`config.mk`:
```
export PLATFORM = sky130hd
export DESIGN_NAME = key_schedule_iter
export DESIGN_NICKNAME = d
export VERILOG_FILES = /design/src/rtl/key_schedule_iter.sv
export SDC_FILE = /design/constraint.sdc
export NUM_CORES = 2
export LEC_CHECK = 0
export ABC_CLOCK_PERIOD_IN_PS = 12600
export BUFFER_PORTS_ARGS = -buffer_cell sky130_fd_sc_hd__buf_2
export CORE_AREA = 2 2 592 594
export CTS_CLUSTER_DIAMETER = 30
export DETAILED_ROUTE_END_ITERATION = 8
export DIE_AREA = 0 0 594 596
export GPL_TIMING_DRIVEN = 0
export PLACE_DENSITY = 0.43
export SYNTH_ARGS = -nofsm -noshare
export SYNTH_HDL_FRONTEND = slang
export SYNTH_HIERARCHICAL = 1
export SYNTH_SLANG_ARGS = --single-unit
```
`constraint.sdc`:
```
create_clock -name clk -period 12.6 [get_ports clk]
set_input_delay 0 -clock clk [delete_from_list [all_inputs] [get_ports clk]]
set_output_delay 0 -clock clk [all_outputs]
set_load 0.01 [all_outputs]
```
`src/rtl/key_schedule_iter.sv`:
```
// Iterative AES-128 key expansion: one round key per clock into an 11-slot
// schedule, presented as a flat 1408-bit vector with round 0 in the MSB slice.

module aes_sbox (
  input  logic [7:0] a,
  output logic [7:0] y
);
  localparam logic [2047:0] SBOX = {
    128'h637c777bf26b6fc53001672bfed7ab76, 128'hca82c97dfa5947f0add4a2af9ca472c0,
    128'hb7fd9326363ff7cc34a5e5f171d83115, 128'h04c723c31896059a071280e2eb27b275,
    128'h09832c1a1b6e5aa0523bd6b329e32f84, 128'h53d100ed20fcb15b6acbbe394a4c58cf,
    128'hd0efaafb434d338545f9027f503c9fa8, 128'h51a3408f929d38f5bcb6da2110fff3d2,
    128'hcd0c13ec5f974417c4a77e3d645d1973, 128'h60814fdc222a908846eeb814de5e0bdb,
    128'he0323a0a4906245cc2d3ac629195e479, 128'he7c8376d8dd54ea96c56f4ea657aae08,
    128'hba78252e1ca6b4c6e8dd741f4bbd8b8a, 128'h703eb5664803f60e613557b986c11d9e,
    128'he1f8981169d98e949b1e87e9ce5528df, 128'h8ca1890dbfe6426841992d0fb054bb16
  };
  // Entry 0 sits in the top byte of the table
  assign y = SBOX[11'd2047 - {a, 3'b000} -: 8];
endmodule

module key_schedule_iter (
  input  logic          clk,
  input  logic          reset,
  input  logic          start,
  input  logic [127:0]  key,
  output logic [1407:0] all_keys,
  output logic          busy,
  output logic          key_valid
);
  localparam int NSLOT = 11;
  localparam logic [1:0] IDLE   = 2'd0;
  localparam logic [1:0] EXPAND = 2'd1;
  localparam logic [1:0] READY  = 2'd2;

  logic [1:0]   state;
  logic [3:0]   round_cnt;
  logic [7:0]   rcon;
  logic [127:0] slot [NSLOT];
  logic [3:0]   prev_idx;
  logic [127:0] prev;
  logic [31:0]  rot, sub;
  logic [31:0]  w0, w1, w2, w3;
  logic [127:0] nxt;

  // Clamp keeps the read in range when the counter is outside 1..10
  assign prev_idx = (round_cnt == 4'd0 || round_cnt > 4'd10) ? 4'd0 : round_cnt - 4'd1;
  assign prev     = slot[prev_idx];
  assign rot      = {prev[23:0], prev[31:24]};

  for (genvar g = 0; g < 4; g++) begin : g_sub
    aes_sbox u_sbox (.a(rot[g*8 +: 8]), .y(sub[g*8 +: 8]));
  end

  assign w0  = prev[127:96] ^ sub ^ {rcon, 24'h0};
  assign w1  = prev[95:64] ^ w0;
  assign w2  = prev[63:32] ^ w1;
  assign w3  = prev[31:0]  ^ w2;
  assign nxt = {w0, w1, w2, w3};

  for (genvar g = 0; g < NSLOT; g++) begin : g_out
    assign all_keys[1407-128*g -: 128] = slot[g];
  end

  always_ff @(posedge clk or negedge reset) begin
    if (!reset) begin
      state     <= IDLE;
      round_cnt <= 4'd0;
      rcon      <= 8'h01;
      busy      <= 1'b0;
      key_valid <= 1'b0;
      for (int i = 0; i < NSLOT; i++) slot[i] <= '0;
    end else begin
      case (state)
        IDLE, READY: begin
          if (start) begin
            slot[0] <= key;
            for (int i = 1; i < NSLOT; i++) slot[i] <= '0;
            round_cnt <= 4'd1;
            rcon      <= 8'h01;
            busy      <= 1'b1;
            key_valid <= 1'b0;
            state     <= EXPAND;
          end
        end
        EXPAND: begin
          if (round_cnt == 4'd0 || round_cnt > 4'd10) begin
            state     <= IDLE;
            round_cnt <= 4'd0;
            busy      <= 1'b0;
            key_valid <= 1'b0;
          end else begin
            for (int i = 1; i < NSLOT; i++)
              if (round_cnt == 4'(i)) slot[i] <= nxt;
            rcon <= {rcon[6:0], 1'b0} ^ (rcon[7] ? 8'h1b : 8'h00);
            if (round_cnt == 4'd10) begin
              state     <= READY;
              busy      <= 1'b0;
              key_valid <= 1'b1;
            end else begin
              round_cnt <= round_cnt + 4'd1;
            end
          end
        end
        default: begin
          state     <= IDLE;
          round_cnt <= 4'd0;
          busy      <= 1'b0;
          key_valid <= 1'b0;
        end
      endcase
    end
  end
endmodule

```
# Word-level counts from Yosys, hierarchy flattened
# Index checks and enable logic that the tools add are counted.
dict set report classes {
  n_eq_ne 26
  shifts 4
  n_addsub 6
  n_reduce_logical 19
  magnitude_cmp 2
  mux 37
  bitwise_logic 7
}
# op count
set ops {}
lappend ops {{variable part select 2055 x 12 -> 8 bit, first input constant} 4}
lappend ops {{two-way mux 1280 bit} 2}
lappend ops {{one-hot mux 1280 bit (2 select lines)} 1}
lappend ops {{two-way mux 128 bit} 12}
lappend ops {{binary-select mux 128 bit (select 4 bit)} 1}
lappend ops {{bitwise XOR 32 bit} 5}
lappend ops {{subtractor 11 bit, first input constant} 4}
lappend ops {{AND reduction 4 bit} 10}
lappend ops {{inequality test 2 bit, second input constant} 12}
lappend ops {{equality test 4 x 3 -> 1 bit, second input constant} 4}
lappend ops {{two-way mux 4 bit} 4}
lappend ops {{two-way mux 8 bit} 2}
lappend ops {{one-hot mux 8 bit (2 select lines)} 1}
lappend ops {{equality test 4 bit, second input constant} 3}
lappend ops {{equality test 4 x 2 -> 1 bit, second input constant} 2}
lappend ops {{one-hot mux 4 bit (2 select lines)} 1}
lappend ops {{bitwise XOR 8 x 5 -> 8 bit} 1}
lappend ops {{two-way mux 1 bit} 6}
lappend ops {{two-way mux 2 bit} 3}
lappend ops {{inequality test 3 bit, second input constant} 2}
lappend ops {{AND reduction 2 bit} 3}
lappend ops {{greater-or-equal comparator 5 bit, second input constant} 1}
lappend ops {{two-way mux 5 bit} 1}
lappend ops {{NOT 4 -> 5 bit} 1}
lappend ops {{14 further kinds} 15}
dict set report word_totals {
  input_bits 131
  output_inout_bits 1410
  ff_bits 1424
}

# Longest topological paths before layout
dict set report depth {
  word_depth 17
  depth_mapped 37
  depth_no_buf 22
}

# Modules after synthesis
# Netlist, hierarchy kept.
# module seq_area_each_um2 cells_each area_per_inst_um2 n_inst
set by_module_without_submodules {}
lappend by_module_without_submodules {key_schedule_iter 35610.4 7055 67071.8 1}
lappend by_module_without_submodules {aes_sbox 0.0 551 3435.8 4}

# Least setup slack after synthesis
# Ideal clock, no wire load.
dict set report synth_path {
  kind {reg2reg}
  startpoint {reg round_cnt[0]}
  endpoint {reg slot (netlist bit all_keys[1055])}
  setup_time_ns 0.130
  arrival_ns 7.449
  n_path_buf 16
  path_stages_with_launch 36
  period_less_slack_ns 7.579
  setup_slack_ns 5.021
  path_cell_list {dfrtp_1 > clkinv_1 > clkbuf_1 > clkbuf_1 > buf_1 > clkbuf_1 > ha_1 > clkbuf_2 > nor2b_4 > buf_6 > o21ai_4 > buf_6 > buf_12 > buf_8 > buf_4 > buf_2 > mux2i_1 > o22ai_1 > a221o_1 > buf_2 > inv_1 > ha_1 > buf_2 > clkbuf_1 > a221o_1 > a31oi_1 > nand3_1 > a21oi_1 > a31oi_1 > xor2_1 > xnor2_1 > xnor2_1 > buf_2 > buf_4 > mux2i_1 > nand4_1}
}
dict set report synth_between {
  elab_chain_cells 17
  elab_cells_between_ends 23
  cone_classes {add/sub (2); order compare (1); eq/ne (3); shift (1); mux (7); bitwise (6); reduce/logical (3)}
}
# element line_no
set synth_lines {}
lappend synth_lines {{from (decl)} 37} ;# logic [3:0] round_cnt;
lappend synth_lines {{from (signal assigned)} 101} ;# round_cnt <= round_cnt + 4'd1;
lappend synth_lines {{greater-than comparator 4 bit or logical NOT 4 bit (tied branches)} 47} ;# assign prev_idx = (round_cnt == 4'd0 || round_cnt > 4'd10) ? 4'd0 : round_cnt - 4'd1;
lappend synth_lines {{logical OR 1 bit} 47}
lappend synth_lines {{two-way mux 4 bit *} 47}
lappend synth_lines {{NOT 4 -> 5 bit (not written as such) *} 48} ;# assign prev = slot[prev_idx];
lappend synth_lines {{binary-select mux 128 bit (select 4 bit) *} 48}
lappend synth_lines {{two-way mux 128 bit (not written as such) * (2 in series)} 48}
lappend synth_lines {{net prev[17]} 41} ;# logic [127:0] prev;
lappend synth_lines {{subtractor 11 bit *} 19} ;# assign y = SBOX[11'd2047 - {a, 3'b000} -: 8];
lappend synth_lines {{variable part select 2055 x 12 -> 8 bit *} 19}
lappend synth_lines {{net sub[31]} 42} ;# logic [31:0] rot, sub;
lappend synth_lines {{bitwise XOR 32 bit * (2 in series)} 55} ;# assign w0 = prev[127:96] ^ sub ^ {rcon, 24'h0};
lappend synth_lines {{bitwise XOR 32 bit *} 56} ;# assign w1 = prev[95:64] ^ w0;
lappend synth_lines {{bitwise XOR 32 bit *} 57} ;# assign w2 = prev[63:32] ^ w1;
lappend synth_lines {{bitwise XOR 32 bit *} 58} ;# assign w3 = prev[31:0] ^ w2;
lappend synth_lines {{two-way mux 128 bit *} 94} ;# if (round_cnt == 4'(i)) slot[i] <= nxt;
lappend synth_lines {{two-way mux 1280 bit *} 87} ;# if (round_cnt == 4'd0 || round_cnt > 4'd10) begin
lappend synth_lines {{one-hot mux 1280 bit (2 select lines) *} 74} ;# case (state)
lappend synth_lines {{to (signal, indexed assignment)} 94}
lappend synth_lines {{to (decl)} 39} ;# logic [127:0] slot [NSLOT];
# Mark *: on every way through the listed nets, which the timed path passes. The rest lies on a longest branch. The select of a mux whose other input is x is not followed.
# A chain may end at the register's enable or synchronous reset.

# Worst setup path in the final report
dict set report layout_path {
  startpoint {reg round_cnt[0]}
  endpoint {reg slot (netlist bit all_keys[778])}
}
# The elaborated chain is that of the path after synthesis.

==> metrics.md <==
| Metric | Value |
|---|---|
| Slowest-stage cell, CP | `sky130_fd_sc_hd__o32ai_1` |
| Clock-pin slew reported for the worst setup and hold paths after clock tree synthesis | `0.04 ns` |
| Total congestion overflow | `0` |
| Avg WL per Cell | `48.8 um` |
| Routability-driven placement congestion ratio | `1.03` |
| Area occupied by multi-input gates | `41500 um2` |
| Netlist area before placement | `80800 um2` |
| Std-Cell Core Area | `348000 um2` |
| Largest fanout of any net on the critical path | `19` |
| Number of violations reported at the end of detailed-routing iteration 0 | `14900` |
| Flip-flop and latch count after synthesis | `1423` |
| All-layer global routing usage | `43.9%` |
| Capture endpoint of the worst hold path | `all_keys[1341]` |
| Async SR Flop Fraction | `100%` |
| Post-placement cell count | `15500` |
| Highest-count cells in the layout ignoring fill and taps | `2162 x sky130_fd_sc_hd__nand2_1, 1768 x sky130_fd_sc_hd__buf_2, 1422 x sky130_fd_sc_hd__dfrtp_1` |
| Most frequent standard cell in the layout excluding fill and tap cells | `sky130_fd_sc_hd__nand2_1` |
| Total I/O pin count | `1541` |
| Sort of element at the start of the critical path | `register` |
| Insertion delay to the later sink of the worst-skew pair | `1.03 ns` |
| Count of input and output buffers | `1540` |
| Area Growth Syn to Fin | `41.9%` |
| Data required time of the worst path | `13.46 ns` |
| Routed Antenna Nets | `0` |
| Number of setup violations in the final report | `471` |
| Met1 demand-to-capacity share in global routing | `52.1%` |
| Post-synth EDFFs | `0` |
| Share of the core filled with cells | `33.0%` |
| Slew Viols, Final | `230` |
| Distinct cell type count after synthesis | `100` |
| Sum of routed wire length over all layers | `808 mm` |
| Wire length of the first global-routing pass | `1020 mm` |
| Gate Count Post-Synth | `9259` |
| Final HPWL DP | `636 mm` |
| Worst reg2reg path startpoint | `round_cnt[0]` |
| Vias in the first global route | `93800` |
| Hold path startpoint | `key[61]` |
| DIE HEIGHT | `596 um` |
| Final Hold Violating Endpoints | `0` |
| Layout fillers | `36900` |
| Number of cell rows | `217` |
| Number of vias after detailed routing | `99600` |
| Num CTS Buffers | `411` |
| Achievable Freq | `75.5 MHz` |
| Minimum setup slack in the final design | `-0.646 ns` |
| Reg2Reg Depth | `29` |
| Met2 Usage GRT | `62.4%` |
| Commonest register cell after synthesis | `sky130_fd_sc_hd__dfrtp_1` |
| Area used by sequential logic in the layout | `35600 um2` |
| Hold Crit Class | `input pin to register` |
| DR pass1 iterations | `9` |
| DRC viols | `1` |
| Die width | `594 um` |
| Worst path max stage delay | `1.00 ns` |
| Clock skew after layout | `0.164 ns` |
| Worst-case register-to-register setup slack | `-0.65 ns` |
| Root Buffer | `sky130_fd_sc_hd__clkbuf_16` |
| Final Net Count | `11700` |
| Post-Syn Area per Cell | `8.73 um2` |
| Pin count of the biggest net entering global routing | `147` |
| Reg-to-reg critical path endpoint | `all_keys[778]` |
| Time the final worst path needs with I/O delays and setup | `13.25 ns` |
| Number of clock sinks | `1423` |
| Sequential element share of the synthesized area | `44.1%` |
| Total of warnings raised by yosys | `6` |
| Grt peak-use layer | `met2` |
| Signal arrival time at the worst endpoint | `14.10 ns` |
| Status | `complete, but fails checks` |
| Number of antenna violations at the first check in global routing | `117` |
| Cell count of the worst hold path | `4` |
| Summed negative setup slack over all endpoints | `-91.92 ns` |
| Element type at the critical path end | `register` |
| Area enclosed by the die boundary | `354000 um2` |
| Final period util | `105%` |
| Detail-routed via count per cell | `6.02` |
| Met3 capacity usage during global routing | `18.7%` |
| Maximum capacitance violations | `24` |
| Syn Nets | `9454` |
| Worst slew slack as a fraction of its limit | `-13.3%` |
| Final std cells w/o fill | `16600` |
| Fraction of final layout cells with drive strength greater than 1 | `25.7%` |
| Number of levels in the clock H-tree | `5` |
| Starting density of the core | `23.2%` |
| Unrepaired setup endpoints after global routing | `no` |
| Deepest clock path buffer count | `4` |
| Most frequent cell on the critical path | `sky130_fd_sc_hd__buf_2` |
| Worst-case hold slack | `0.0252 ns` |
| Failing checks | `design-rule violations, max-capacitance violations, max-slew violations, negative setup slack` |
| Measured slew at the worst slew-check pin | `1.70 ns` |
| Category of the critical setup timing path | `register to register` |
| TritonCTS clock tree | `built` |
## synth_stat cells (90+ instances only)
| library cell | instances | share of area [%] |
|---|---|---|
| sky130_fd_sc_hd__dfrtp_1 | 1422 | 44 |
| sky130_fd_sc_hd__nand3_1 | 198 | 1.2 |
| sky130_fd_sc_hd__mux2i_1 | 257 | 3.2 |
| sky130_fd_sc_hd__nor2b_1 | 90 | 0.70 |
| sky130_fd_sc_hd__a21oi_1 | 296 | 1.8 |
| sky130_fd_sc_hd__nand2b_1 | 96 | 0.74 |
| sky130_fd_sc_hd__o31ai_1 | 137 | 1.3 |
| sky130_fd_sc_hd__o211ai_1 | 124 | 1.2 |
| sky130_fd_sc_hd__clkbuf_1 | 541 | 2.5 |
| sky130_fd_sc_hd__o21ai_0 | 1238 | 7.7 |
| sky130_fd_sc_hd__nor2_1 | 289 | 1.3 |
| sky130_fd_sc_hd__nand2_1 | 2163 | 10 |
| sky130_fd_sc_hd__a31oi_1 | 152 | 1.2 |
| sky130_fd_sc_hd__a22o_1 | 276 | 3.0 |
| sky130_fd_sc_hd__buf_2 | 233 | 1.4 |
## per-stage QoR
stage / instance area, um2 / setup WS [ns]
CTS: 114000 / 0.0137
finish: 115000 / -0.646
global route: 115000 / 0.0227
global placement: 94300 / -23.68
detailed placement: 96100 / -4.16
floorplan: 80800 / 5.02
## cell families after synthesis
kind of cell | after synthesis | share of synthesized area [%]
buffers and inverters | 995 | 5.82
xor gates and xnor gates | 157 | 2.46
AOI/OAI and AO/OA | 3106 | 25.6
adders and majority gates | 64 | 0.991
and+or+nand+nor | 3225 | 17.2
muxes | 289 | 3.82
DFF | 1423 | 44.1
## worst max-delay path by stage
stage,depth (start not counted),startpoint,to
after floorplan,35,round_cnt[0],all_keys[1055]
after global placement,1,reset,all_keys[514]
after detailed placement,31,round_cnt[0],all_keys[149]
after CTS,32,round_cnt[0],all_keys[154]
after global routing,28,round_cnt[0],all_keys[655]
final,29,round_cnt[0],all_keys[778]
## critical path: cells and delay by family, from the launching register on
kind	cells	cell delay [ns]
flops	1	0.58
xor+xnor	3	1.68
fa+ha+maj	2	0.50
compound gates	7	2.70
buf+inv	12	5.93
simple gates	5	1.48
## timing repair
action                      CTS  global route
setup endpoints to repair  1280           388
pin swaps                     3             2
setup buffers                 7             4
gates resized for setup      96            29
hold buffers                255             0
hold endpoints to repair    892             0
## layout make-up
class	instances	share of cell area [%]
multi-input cells	6841	36.1
diodes	80	0.175
inverters	62	0.214
repair buffers	1877	10.3
well taps	4599	5.02
clock buffers	567	10.4
flip-flops and latches	1423	31.0
clock inverters	196	2.70
plain buffers	919	3.99
## registers in the layout, summed over array words and instances, names as in the netlist
name and cells:
all_keys 1408, rcon 8, round_cnt 4, busy 1, key_valid 1, state 1
## metal layers
layer / part of all wire (%) / routed length [um] / vias up
met5: 0.023 / 189 / -
met4: 9.0 / 72700 / 24
met3: 13 / 104000 / 1934
met2: 41 / 331000 / 7982
met1: 37 / 300000 / 51500
li1: - / - / 38200
Power is not shown: default switching activity piles up to over one toggle a cycle in this logic, so the estimate is an artifact.
